`config.mk`:
```
export PLATFORM = sky130hd
export DESIGN_NAME = rx_fifo
export DESIGN_NICKNAME = d
export VERILOG_FILES = /design/src/rtl/rx_fifo_pkg.sv /design/src/rtl/rx_fifo_mem.sv /design/src/rtl/rx_fifo.sv
export SDC_FILE = /design/constraint.sdc
export NUM_CORES = 1
export LEC_CHECK = 0
export CORE_UTILIZATION = 41
export CTS_CLUSTER_DIAMETER = 60
export DETAILED_ROUTE_END_ITERATION = 16
export PLACE_DENSITY_LB_ADDON = 0.08
export RECOVER_POWER = 50
export SLEW_MARGIN = 15
export SYNTH_ARGS = -nofsm -noshare
export SYNTH_HDL_FRONTEND = slang
export SYNTH_HIERARCHICAL = 1
export SYNTH_SLANG_ARGS = --single-unit
```
`constraint.sdc`:
```
create_clock -name clk -period 3.3 [get_ports clk]
set_clock_uncertainty 0.15 [all_clocks]
set_input_delay 0.33 -clock clk [delete_from_list [all_inputs] [get_ports clk]]
set_output_delay 0.33 -clock clk [all_outputs]
set_load 0.05 [all_outputs]
```
`src/rtl/rx_fifo_pkg.sv`:
```
// rx_fifo_pkg: shared constants and ack FSM state type for the receive FIFO.
package rx_fifo_pkg;
   localparam int BYTE_W = 8;
   typedef enum logic {ACK_IDLE = 1'b0, ACK_PULSE = 1'b1} ack_state_e;
endpackage

```
`src/rtl/rx_fifo_mem.sv`:
```
// rx_fifo_mem: 2^DEPTH_LOG2 x byte register array, synchronous write, asynchronous read.
module rx_fifo_mem
   import rx_fifo_pkg::*;
#(
   parameter int DEPTH_LOG2 = 4
) (
   input  logic                  clk,
   input  logic                  we,
   input  logic [DEPTH_LOG2-1:0] waddr,
   input  logic [BYTE_W-1:0]     wdata,
   input  logic [DEPTH_LOG2-1:0] raddr,
   output logic [BYTE_W-1:0]     rdata
);
   logic [BYTE_W-1:0] mem_q [1<<DEPTH_LOG2];
   always_ff @(posedge clk) begin
      if (we) mem_q[waddr] <= wdata;
   end
   assign rdata = mem_q[raddr];
endmodule

```
`src/rtl/rx_fifo.sv`:
```
// rx_fifo: acknowledges receiver bytes and buffers them in a show-ahead FIFO
// with occupancy, sticky overrun and a threshold interrupt.
module rx_fifo
   import rx_fifo_pkg::*;
#(
   parameter int DEPTH_LOG2 = 4
) (
   input  logic                  clk,
   input  logic                  rst_n,
   input  logic                  rx_done,
   input  logic [7:0]            rx_byte,
   output logic                  rx_read,
   input  logic                  rd_pop,
   output logic [7:0]            rd_data,
   output logic                  rd_valid,
   output logic [DEPTH_LOG2:0]   count,
   output logic                  overrun,
   input  logic                  clear,
   input  logic [DEPTH_LOG2:0]   thresh,
   output logic                  irq
);
   localparam logic [DEPTH_LOG2:0]   FULL_CNT = {1'b1, {DEPTH_LOG2{1'b0}}};
   localparam logic [DEPTH_LOG2:0]   CNT_ONE  = 1;
   localparam logic [DEPTH_LOG2-1:0] PTR_ONE  = 1;
   ack_state_e              state_q, state_d;
   logic                    rx_read_q, rx_read_d;
   logic [DEPTH_LOG2-1:0]   wr_ptr_q, wr_ptr_d, rd_ptr_q, rd_ptr_d;
   logic [DEPTH_LOG2:0]     count_q, count_d;
   logic                    overrun_q, overrun_d;
   logic                    irq_q, irq_d;
   logic                    capture, full, empty, do_push, do_pop;
   logic [BYTE_W-1:0]       mem_rdata;
   // clear wins over both push and pop; the ack FSM runs regardless of it
   always_comb begin
      capture   = (state_q == ACK_IDLE) && rx_done;
      full      = count_q == FULL_CNT;
      empty     = count_q == '0;
      do_pop    = rd_pop && !empty && !clear;
      do_push   = capture && (!full || rd_pop) && !clear;
      state_d   = capture ? ACK_PULSE : ACK_IDLE;
      rx_read_d = capture;
      wr_ptr_d  = clear ? '0 : do_push ? wr_ptr_q + PTR_ONE : wr_ptr_q;
      rd_ptr_d  = clear ? '0 : do_pop ? rd_ptr_q + PTR_ONE : rd_ptr_q;
      count_d   = clear ? '0 :
                  (do_push && !do_pop) ? count_q + CNT_ONE :
                  (do_pop && !do_push) ? count_q - CNT_ONE : count_q;
      overrun_d = !clear && (overrun_q || (capture && full && !rd_pop));
      irq_d     = ((count_d >= thresh) && (thresh != '0)) || overrun_d;
   end
   always_ff @(posedge clk) begin
      if (!rst_n) begin
         state_q   <= ACK_IDLE;
         rx_read_q <= 1'b0;
         wr_ptr_q  <= '0;
         rd_ptr_q  <= '0;
         count_q   <= '0;
         overrun_q <= 1'b0;
         irq_q     <= 1'b0;
      end else begin
         state_q   <= state_d;
         rx_read_q <= rx_read_d;
         wr_ptr_q  <= wr_ptr_d;
         rd_ptr_q  <= rd_ptr_d;
         count_q   <= count_d;
         overrun_q <= overrun_d;
         irq_q     <= irq_d;
      end
   end
   rx_fifo_mem #(.DEPTH_LOG2(DEPTH_LOG2)) u_mem (
      .clk   (clk),
      .we    (do_push),
      .waddr (wr_ptr_q),
      .wdata (rx_byte),
      .raddr (rd_ptr_q),
      .rdata (mem_rdata)
   );
   assign rx_read  = rx_read_q;
   assign rd_valid = !empty;
   assign rd_data  = empty ? '0 : mem_rdata;
   assign count    = count_q;
   assign overrun  = overrun_q;
   assign irq      = irq_q;
endmodule

```
==> results.ini <==
[layout]
fin_cells = 634
diodes = 0
final_layout_size_suffix_gt1_share_pct = 20.4
design_area_mm2 = 0.00751
area_growth_pct = 19.8
layout.area.seq_mm2 = 0.00417
fill_cells = 1225
multiInputGateArea_mm2 = 0.00192
fin_nets = 464

[power_and_ir_drop]
power_frac_clock_pct = 46.8
switchingPower_w = 0.000922
power.internal_w = 0.00328
p_per_area_mw_per_mm2 = 560
p_comb_share_pct = 5.7
vdd_ir_drop_max_mv = 0.341
swShare_pct = 21.9
pwr-share-seq_pct = 47.5
p_leak_nw = 2.56

[timing]
rsz0062_at_grt = no
setup_violations = 0
final-max-slew-violation-count = 0
setup_tns_ps = 0
final-hold-violation-count = 0
worst_slack_ps = 280
period_needed_ps = 3020
slew_headroom_pct = 51.7
fin_hold_ws_ps = 357
worst_pin_slew_ps = 722
min_period_over_period_pct = 91.5
clock.fmax_mhz = 331

[drt]
drt_iter0_drc = 260
routed_wl_mm = 13.4
drt_drc_violations_left = 2
drtPass1Iterations = 11
avgRoutedWirePerCell_um = 21.1
num_vias = 3472
viasPerCell = 5.48
postRouteAntennaNets = 0

[global_routing]
grt_overflow = 0
grt_max_degree = 36
grt_pass1_wl_mm = 20.8
antenna_found_initial = 0
grt_util_all_layers_pct = 18.5
grt_pass1_vias = 3529

[synthesis]
seq_area_frac_synth_pct = 66.4
synth_edf_count = 128
syn_area_mm2 = 0.00627
netlist_top_cells_area = edfxtp_1 (61%), mux4_2 (6.5%), mux4_1 (5.9%), dfxtp_1 (5.1%), a22oi_1 (2.0%)
ys_ff_latch = 144
ys_types = 53
syn_avg_cell_area_um2 = 16.8
syn_nets = 400
synthArstFlopShare_pct = 0
yosysMostFrequentCell = edfxtp_1
ys.flop_type = edfxtp_1
yosysWarnings = 6
ys_top_cells_by_count = edfxtp_1 (128), nor2_1 (30), mux4_2 (18), a22oi_1 (17), nand2_1 (17)
netlist.area_leader.share_pct = 61.3
synthCells = 373
synth_largest_area_cell = edfxtp_1

[clocking]
cts_max_level = 4
clk_pin_slew_worst_paths_ps = 60
clk_latency_ps = 420
ctsHoldBuffers = 0
cts_setup_buffers = 0
root_buffer = clkbuf_16
cts_resized = 0
clockBufferDepth = 2
cts_made_buffers = 17
cts_tree = yes
cts_sinks = 144

[die]
core_area_mm2 = 0.0147
initial_core_util_pct = 42.6
boundaryPins = 35
die_y_um = 126
dieWidth_um = 126
fp-row-count = 44
die_area_mm2 = 0.0158

[setup_path]
worstSetupEndpointType = flop
crit_path_max_incr_delay_ps = 480
crit_path_start_kind = flop
critical_path_class = reg2reg
arrival_ps = 3140
required_ps = 3420
crit_chain = inv_1 -> ha_1 -> or4b_4 -> and2_4 -> a21oi_1 -> mux2i_1 -> ha_1 -> nand2b_1 -> a21o_1 -> a2111oi_2 -> o32ai_1
crit_fanout = 5
slowest_stage = or4b_4
path_common_cell = ha_1

[placement]
dpl_worst_slack_ps = 215
port_buffers = 34
place_inst = 602
place_area_mm2 = 0.00693
place_congestion = 0.811
dpl.hpwl_mm = 8.47

[worst_hold_path]
hold_class = reg2reg

[run]
maxCapViolCount = 0

[status]
violations = DRC
run_status = finished with violations

area by class of cell:
class	instances	area share (%)
sequential	144	55.5
multi-input combinational	202	25.6
timing repair buffer	65	7.38
clock buffer	17	5.67
tap	184	3.07
clock inverter	15	2.42
inverter	7	0.350
registers in the layout, summed over array words and instances (netlist names):
signal / flops
wr_ptr_q: 4
overrun: 1
count: 5
rd_ptr_q: 4
irq: 1
u_mem/mem_q: 128
state_q: 1
final timing paths:
check	startpoint	to	slack, ps	cells after the start
setup / recovery	count[1]$_SDFF_PN0_	irq$_SDFF_PN0_	280	11
hold / removal	overrun$_SDFF_PN0_	overrun$_SDFF_PN0_	360	2
setup reg to reg	count[1]$_SDFF_PN0_	irq$_SDFF_PN0_	280	11
hold reg to reg	overrun$_SDFF_PN0_	overrun$_SDFF_PN0_	360	2
worst max-delay path: cells and delay by family (launching register included):
| kind | cells | cell delay (ps) |
|---|---|---|
| multiplexers | 1 | 210 |
| flip-flops | 1 | 310 |
| AND/OR/NAND/NOR | 3 | 820 |
| adder cells (fa/ha/maj) | 2 | 470 |
| buffers and inverters | 1 | 110 |
| AO/OA/AOI/OAI | 4 | 830 |
through the flow:
step           utilization (%)  power [W]
5_1_grt                   51.1    0.00435
6_report                  51.1    0.00420
2_1_floorplan                -    0.00218
3_5_place_dp              47.1    0.00228
3_3_place_gp              47.1    0.00228
4_1_cts                   51.3    0.00426
cells in the final DEF, fill, tap and decap left out, drive strengths merged, types with 5 or more instances in the layout:
cell           synthesis  layout
nand2                 17      17
dfxtp                 16      16
ha                     9       9
mux4                  32      32
buf                   11      36
inv                    7      11
mux2i                  7       7
clkbuf                 6      20
edfxtp               128     128
a21oi                  9       9
a22oi                 17      17
nand2b                 8       8
nor3                   5       5
clkinv                 0       7
nor2                  30      30
dlygate4sd3            0      12
and2                  11      11
clkdlybuf4s50          0      14
power groups by stage:
| stage | clock network, W | logic, W | registers, W |
|---|---|---|---|
| 2_1_floorplan | 0 | 0.000137 | 0.00205 |
| 3_3_place_gp | 0 | 0.000244 | 0.00204 |
| 3_5_place_dp | 0 | 0.000247 | 0.00204 |
| 4_1_cts | 0.00201 | 0.000248 | 0.00200 |
| 5_1_grt | 0.00209 | 0.000260 | 0.00200 |
| 6_report | 0.00197 | 0.000239 | 0.00200 |
logic make-up after synthesis:
group                      Yosys count  share of synthesized area (%)
adders and majority gates            9                           1.80
xor gates and xnor gates             7                          0.978
muxes                               40                           13.6
and+or+nand+nor                     98                           8.50
AOI/OAI and AO/OA                   48                           5.97
DFF                                144                           66.4
buffers and inverters               27                           2.68
metal layers:
| metal | routed length (um) | share of wire [%] | vias up | track usage, % |
|---|---|---|---|---|
| li1 | - | - | 1617 | - |
| met1 | 6310 | 47 | 1780 | 25.6 |
| met2 | 6440 | 48 | 67 | 29.0 |
| met3 | 535 | 4.0 | 8 | 4.50 |
| met4 | 91 | 0.68 | 0 | 5.81 |
| met5 | 0 | 0 | - | 0 |
No activity file was read; power rests on OpenSTA's default activity.
